--- src/rtl/arbitro_mem_dados.sv ---
// arbitro_mem_dados
// Two-port request/acknowledge arbiter and sequencer in front of the
// 64x32-bit halfword-access data memory. Port A serves the load/store stage
// and port B serves the I/O/program-loader path. One requester is granted at
// a time. The access is sequenced as LIVRE -> ACESSO -> RESPOSTA. Illegal
// addresses are rejected before they reach the memory.
//
// Ports:
//   clock, reset            rising-edge clock; synchronous active-high reset
//   req_x, esc_x            request (held until ack) and write(1)/read(0)
//   end_x, dado_x           byte address and write data (memory keeps [15:0])
//   ack_x, erro_x           one-cycle completion pulse and reject flag
//   leitura_x               read result, held until that port's next ack
//   mem_endereco, mem_valor address / write data towards the memory
//   mem_escrita, mem_leitura memory strobes (only ever high in ACESSO)
//   mem_dado                combinational sign-extended halfword from memory
//   ocupado                 high whenever the sequencer is not idle
module arbitro_mem_dados #(
  parameter bit          PRIORIDADE_FIXA = 1'b0,
  parameter int unsigned LIMITE_ESPERA   = 4
) (
  input  logic        clock,
  input  logic        reset,
  input  logic        req_a,
  input  logic        esc_a,
  input  logic [31:0] end_a,
  input  logic [31:0] dado_a,
  input  logic        req_b,
  input  logic        esc_b,
  input  logic [31:0] end_b,
  input  logic [31:0] dado_b,
  output logic        ack_a,
  output logic        erro_a,
  output logic [31:0] leitura_a,
  output logic        ack_b,
  output logic        erro_b,
  output logic [31:0] leitura_b,
  output logic [31:0] mem_endereco,
  output logic [31:0] mem_valor,
  output logic        mem_escrita,
  output logic        mem_leitura,
  input  logic [31:0] mem_dado,
  output logic        ocupado
);

  typedef enum logic [1:0] {
    LIVRE,
    ACESSO,
    RESPOSTA
  } estado_t;

  localparam logic [3:0] LIMITE = 4'(LIMITE_ESPERA);

  estado_t     estado;
  estado_t     proximo;

  logic        dono_b;     // 1 = port B owns the current transaction
  logic        ultimo_b;   // 1 = port B was granted last
  logic [3:0]  espera_b;   // consecutive contention losses of B
  logic        esc_reg;
  logic [31:0] end_reg;
  logic [31:0] dado_reg;
  logic        falha;

  logic        vence_b;
  logic        esc_sel;
  logic [31:0] end_sel;
  logic [31:0] dado_sel;
  logic        erro_sel;

  // Winner selection for a grant taken in LIVRE.
  always_comb begin
    vence_b = 1'b0;
    if (req_b && !req_a) begin
      vence_b = 1'b1;
    end else if (req_a && req_b) begin
      if (PRIORIDADE_FIXA) begin
        vence_b = (espera_b == LIMITE);
      end else begin
        vence_b = !ultimo_b;
      end
    end
  end

  always_comb begin
    esc_sel  = vence_b ? esc_b  : esc_a;
    end_sel  = vence_b ? end_b  : end_a;
    dado_sel = vence_b ? dado_b : dado_a;
    // Misaligned halfword or outside the 256-byte window.
    erro_sel = end_sel[0] | (|end_sel[31:8]);
  end

  // State register.
  always_ff @(posedge clock) begin
    if (reset) begin
      estado <= LIVRE;
    end else begin
      estado <= proximo;
    end
  end

  // Next-state logic.
  always_comb begin
    proximo = estado;
    case (estado)
      LIVRE:    if (req_a || req_b) proximo = ACESSO;
      ACESSO:   proximo = RESPOSTA;
      RESPOSTA: proximo = LIVRE;
      default:  proximo = LIVRE;
    endcase
  end

  // Grant latch, starvation counter and read-result capture.
  always_ff @(posedge clock) begin
    if (reset) begin
      dono_b    <= 1'b0;
      ultimo_b  <= 1'b1;
      espera_b  <= '0;
      esc_reg   <= 1'b0;
      end_reg   <= '0;
      dado_reg  <= '0;
      falha     <= 1'b0;
      leitura_a <= '0;
      leitura_b <= '0;
    end else begin
      if (estado == LIVRE && (req_a || req_b)) begin
        dono_b   <= vence_b;
        ultimo_b <= vence_b;
        esc_reg  <= esc_sel;
        end_reg  <= end_sel;
        dado_reg <= dado_sel;
        falha    <= erro_sel;
        if (vence_b) begin
          espera_b <= '0;
        end else if (PRIORIDADE_FIXA && req_b) begin
          espera_b <= espera_b + 4'd1;
        end
      end

      // A rejected access returns 0 even when it was a write.
      if (estado == ACESSO) begin
        if (falha) begin
          if (dono_b) leitura_b <= '0;
          else        leitura_a <= '0;
        end else if (!esc_reg) begin
          if (dono_b) leitura_b <= mem_dado;
          else        leitura_a <= mem_dado;
        end
      end
    end
  end

  // Outputs decoded from the state register and the latched request.
  always_comb begin
    ocupado      = (estado != LIVRE);
    mem_endereco = '0;
    mem_valor    = '0;
    mem_escrita  = 1'b0;
    mem_leitura  = 1'b0;
    ack_a        = 1'b0;
    ack_b        = 1'b0;
    erro_a       = 1'b0;
    erro_b       = 1'b0;
    case (estado)
      ACESSO: begin
        mem_endereco = end_reg;
        mem_valor    = dado_reg;
        mem_escrita  = !falha && esc_reg;
        mem_leitura  = !falha && !esc_reg;
      end
      RESPOSTA: begin
        ack_a  = !dono_b;
        ack_b  = dono_b;
        erro_a = !dono_b && falha;
        erro_b = dono_b && falha;
      end
      default: ;
    endcase
  end

endmodule
--- config.mk ---
export PLATFORM = sky130hd
export DESIGN_NAME = arbitro_mem_dados
export DESIGN_NICKNAME = d
export VERILOG_FILES = /design/src/rtl/arbitro_mem_dados.sv
export SDC_FILE = /design/constraint.sdc
export NUM_CORES = 1
export LEC_CHECK = 0
export ABC_AREA = 1
export CAP_MARGIN = 10
export CELL_PAD_IN_SITES_DETAIL_PLACEMENT = 1
export CELL_PAD_IN_SITES_GLOBAL_PLACEMENT = 2
export CORE_ASPECT_RATIO = 1.4
export CORE_MARGIN = 3
export CORE_UTILIZATION = 20
export CTS_CLUSTER_DIAMETER = 80
export DETAILED_ROUTE_END_ITERATION = 7
export PLACE_DENSITY = 0.88
export SLEW_MARGIN = 0
export SYNTH_ARGS = -nofsm -noshare
export SYNTH_HDL_FRONTEND = slang
export SYNTH_SLANG_ARGS = --single-unit
--- constraint.sdc ---
create_clock -name clock -period 2 [get_ports clock]
set_clock_uncertainty 0.15 [all_clocks]
set_input_delay 0.2 -clock clock [delete_from_list [all_inputs] [get_ports clock]]
set_output_delay 0.2 -clock clock [all_outputs]
set_load 0.005 [all_outputs]
==> impl_metrics.toml <==
[logic_synthesis]
ys_top_cells_by_area = "dfxtp_1, nand2_1, o21ai_0"
ys_types = 24
yosys.area.top_type_share = 0.448
syn-cell-area_sq_um = 5980
synth_fa_ha_area_frac = 0
synth_ff_type = "dfxtp_1"
synth_simple_gate_area_share = 0.246
synth.largest_area_cell = "dfxtp_1"
syn_inst = 864
synthXorXnorAreaFrac = 0
yosysMostFrequentCell = "nand2_1"
synthArstFlopShare = 0
synth-compound-area-share = 0.207
synthesis.nets = 1030
muxShareOfSynthArea = 0
seq_area_frac_synth = 0.448
synth_commonest_cells = "nand2_1, dfxtp_1, o21ai_0, nor2_1, inv_1"
yosys_register_bits = 134
yosysWarnings = 0
synth_edf_count = 0
synth_top_family_by_area = "simple AND/OR/NAND/NOR gates"
syn_avg_cell_area_sq_um = 6.93

[floorplanning]
boundaryPins = 301
initial_core_util = 0.204
dieArea_sq_um = 32100
die_y_um = 211
fp-row-count = 74
die_w_um = 152
core_sq_um = 29400

[timing]
rsz0062_at_grt = "yes"
setup_viol = 8
report.final.slew_viol_count = 0
setup_ws_ns = -0.0153
finalSetupTns_ns = -0.0538
hold_viol = 0
period_needed_ns = 2.02
fin_crit_sh = 1.01
relSlewSlack = 0.690
worstMarginPinSlew_ns = 0.466
fmax_mhz = 496

[global_routing]
grt_pass1_vias = 7011
grt_max_degree = 76
grt-ovfl-total = 0
grt_usage = 0.150
antenna_found_initial = 2
grt_first_pass_wirelength_mm = 38.1

[drt]
dr.pass1.iters = 4
routed_via_density = 4.34
num_vias = 6733
drt_iter0_drc = 172
postRouteAntennaNets = 0
routed_wl_mm = 25.0
post_drt_wl_per_cell_um = 16.1
route.detailed.drc = 0

[placed_design]
place_hpwl_mm = 18.0
gp_congestion = 0.802
portBuffers = 300
dp.cells = 1512

[clock_tree]
insertion_delay_ns = 0.42
cts_buffers = 17
root_buffer = "clkbuf_16"
cts.reportedPaths.clkPinSlew_ns = 0.06
clkSinkCount = 134
cts_tree = "done"
cts_buffer_depth = 2
cts_hold_buf = 0
cts.htree.levels = 4

[layout]
drive_above_1_share = 0.174
layoutNonFillerInstCount = 1550
area_delta_synth_final_pct = 68.4
layout.nets = 1325
fill_cells = 3571

[worst_setup_path]
required_ns = 1.65
crit_type = "flip-flop to output port"
arrival_ns = 1.67
crit_path_max_fanout = 12
cp-start-kind = "flip-flop"
crit_path_end_kind = "output port"

[run_status]
outcome = "finished with violations"
violations = "setup timing"

[worst_hold_path]
hp-class = "input port to flip-flop"

[power_and_ir_drop]
power.density_nw_per_um2 = 737
ir_drop_mv = 0.464
leakagePower_uw = 0.00412

[job]
maxCapViolations = 0
==> worst max-delay path, stage by stage (launching register included) <==
cell             delay (ns)
dfxtp_2                0.33
inv_2                  0.05
nor2_4                 0.14
clkinv_4               0.12
buf_6                  0.16
buf_12                 0.15
nor2_1                 0.09
clkdlybuf4s15_2        0.21
==> layout make-up <==
cell class	count	area (sq um)	area share
clock buffers	24	482	0.0478
flip-flops and latches	134	2690	0.267
clock inverters	4	25.0	0.00248
repair buffers	340	3260	0.323
well taps	380	475	0.0472
multi-input cells	583	2830	0.281
inverters	83	317	0.0314
diodes	2	5.00	0.000497
==> stage by stage <==
step	utilization	cell area [sq um]	total power [uW]	worst slack, ns	hold slack [ns]
4_1_cts	0.343	10100	7570	-0.140	0.175
6_report	0.343	10100	7420	-0.0153	0.204
2_1_floorplan	-	5980	3740	0.502	0.210
3_3_place_gp	0.326	9560	4620	0.0273	0.302
3_5_place_dp	0.326	9560	4650	-0.00402	0.307
5_1_grt	0.343	10100	7860	-0.140	0.187
==> report_power, final <==
part | internal, uW | switching, uW | total (uW)
clock | 1650 | 1160 | 2810
combinational | 810 | 799 | 1610
sequential | 2890 | 111 | 3000
total | 5350 | 2070 | 7420
==> per-layer routing <==
| metal | GRT usage | wire, um | vias to the layer above |
|---|---|---|---|
| met3 | 0.0449 | 1430 | 21 |
| met1 | 0.157 | 9760 | 3136 |
| met2 | 0.283 | 13300 | 194 |
| met5 | 0 | 0 | - |
| met4 | 0.0502 | 473 | 0 |
| li1 | - | - | 3382 |
==> cells in the final DEF, fill, tap and decap left out, drive strengths merged <==
cell type / n
clkinvlp: 2
o211a: 1
nand3b: 6
clkbuf: 40
dlygate4sd2: 2
nor2: 86
or2: 33
inv: 81
nand3: 16
a21oi: 77
o21ai: 103
a31oi: 52
dfxtp: 134
clkinv: 4
clkdlybuf4s15: 17
nor3: 3
clkdlybuf4s50: 230
dlymetal6s2s: 3
nand2: 206
buf: 72
diode: 2
==> kinds of logic (layout without fill, tap and decap cells) <==
group                  after synthesis  in the layout
AOI/OAI and AO/OA                  233            233
buffers and inverters              147            451
DFF                                134            134
other                                0              2
and+or+nand+nor                    350            350
==> timing repair <==
| item | in CTS | in global routing |
|---|---|---|
| setup endpoints to repair | 68 | 30 |
| setup buffers | 4 | 4 |
| gates resized for setup | 176 | 105 |
| pin swaps | 0 | 1 |
| cloned | 1 | 1 |
==> worst paths after layout <==
path	cells past startpoint	start	slack, ns	end
max reg2reg	9	estado[0]	0.19	leitura_b[4]
max	7	estado[0]	-0.02	mem_valor[22]
min reg2reg	2	leitura_a[17]	0.31	leitura_a[17]
min	3	dado_a[10]	0.20	dado_reg[10]
(Power assumes the default switching activity.)
==> RTL edit, RTL diff (same settings) <==
`PRIORIDADE_FIXA`: 1'b0 -> 1'b1.
--- a/src/rtl/arbitro_mem_dados.sv
+++ b/src/rtl/arbitro_mem_dados.sv
@@ -16,7 +16,7 @@
 //   mem_dado                combinational sign-extended halfword from memory
 //   ocupado                 high whenever the sequencer is not idle
 module arbitro_mem_dados #(
-  parameter bit          PRIORIDADE_FIXA = 1'b0,
+  parameter bit          PRIORIDADE_FIXA = 1'b1,
   parameter int unsigned LIMITE_ESPERA   = 4
 ) (
   input  logic        clock,
Function: changed (Yosys sat finds a counterexample within 10 cycles, from zero or initial values and one cycle with reset high).
==> RTL edit against the unedited design <==
  * The run still ends with negative setup slack left
  * Utilization is 0.33 points higher
  * Total power up 11%
  * Worst setup slack worse by 13 ps
  * Area after synthesis up 4.4%
  * Worst hold slack lost 65 ps
  * Wire length is 5.9% higher
  * Cell area rose by 4.6%
  * Sequential cell count grew 3
  * Sequential share of layout area shrank 0.60 points
  * Critical endpoint is now mem_endereco[9]
  * Largest power group is now the clock network
  * Highest routed layer is now met5
==> RTL edit: results (changes against the unedited design) <==
.. list-table::
   :header-rows: 1

   * - Metric
     - Value
   * - Run status
     - finished, violations left
   * - Violations in the final reports
     - negative setup slack
   * - Final setup margin
     - -27.8 ps (-12.5 ps)
   * - Setup slack of the worst register-to-register path
     - 120 ps (-70 ps)
   * - Worst slack after detailed placement
     - -113 ps (-108 ps)
   * - Post-layout nets
     - 1378 (+4.0%)
   * - HPWL reported at the end of detailed placement
     - 19400 um (+7.2%)
   * - Synthesized netlist net count
     - 1078 (+4.7%)
   * - Startpoint of the worst-slack reg-to-reg timing path
     - espera_b[0]
   * - Number of global-route vias before repair
     - 7345 (+4.8%)
   * - Number of setup violations in the final report
     - 1 (-7)
   * - Metal2 WL
     - 14000 um (+5.4%)
   * - Cells taking the most area after synthesis
     - sky130_fd_sc_hd__dfxtp_1 (44%), sky130_fd_sc_hd__nand2_1 (13%), sky130_fd_sc_hd__o21ai_0 (7.0%)
   * - Grt met3 use
     - 0.0427 (-0.00222)
   * - Share of post-route cells with drive strength above 1
     - 0.179 (+0.00527)
   * - Detailed-routed wire length on met3
     - 1740 um (+22%)
   * - Largest fanout of any net on the critical path
     - 11 (-1)
   * - Wire length of the first global-routing pass
     - 40200 um (+5.5%)
   * - Static power due to leakage
     - 4.54 nW (+10%)
   * - Post-route non-filler standard cell count
     - 1609 (+3.8%)
   * - Instance area at placement
     - 9830 um^2 (+2.9%)
   * - Cell variety after synth
     - 28 (+17%)
   * - DR iter-0 viols
     - 246 (+43%)
   * - Internal cell power
     - 0.00607 W (+13%)
   * - Gp weighted congestion
     - 0.788 (-1.8%)
   * - Metal1 wirelength
     - 10100 um (+3.2%)
-- RTL edit: final cells by class --
cell class              count  share of cell area
inverters                 113              0.0408
repair buffers            345               0.311
clock buffers              21              0.0437
multi-input cells         596               0.279
diodes                      1            0.000237
clock inverters            11              0.0184
flip-flops and latches    137               0.261
well taps                 385              0.0457
-- RTL edit: kinds of logic after synthesis --
group	Yosys count	share of synthesized area
AOI/OAI and AO/OA	226	0.198
buffers and inverters	177	0.113
and+or+nand+nor	366	0.244
xor gates and xnor gates	2	0.00280
adders and majority gates	2	0.00401
DFF	137	0.439
-- RTL edit: power groups by stage --
stage	combinational (W)	clock, W	sequential, W
finish	0.00165	0.00353	0.00306
floorplan	0.000703	0	0.00310
global route	0.00184	0.00378	0.00309
CTS	0.00163	0.00365	0.00306
global placement	0.00160	0	0.00311
detailed placement	0.00162	0	0.00312
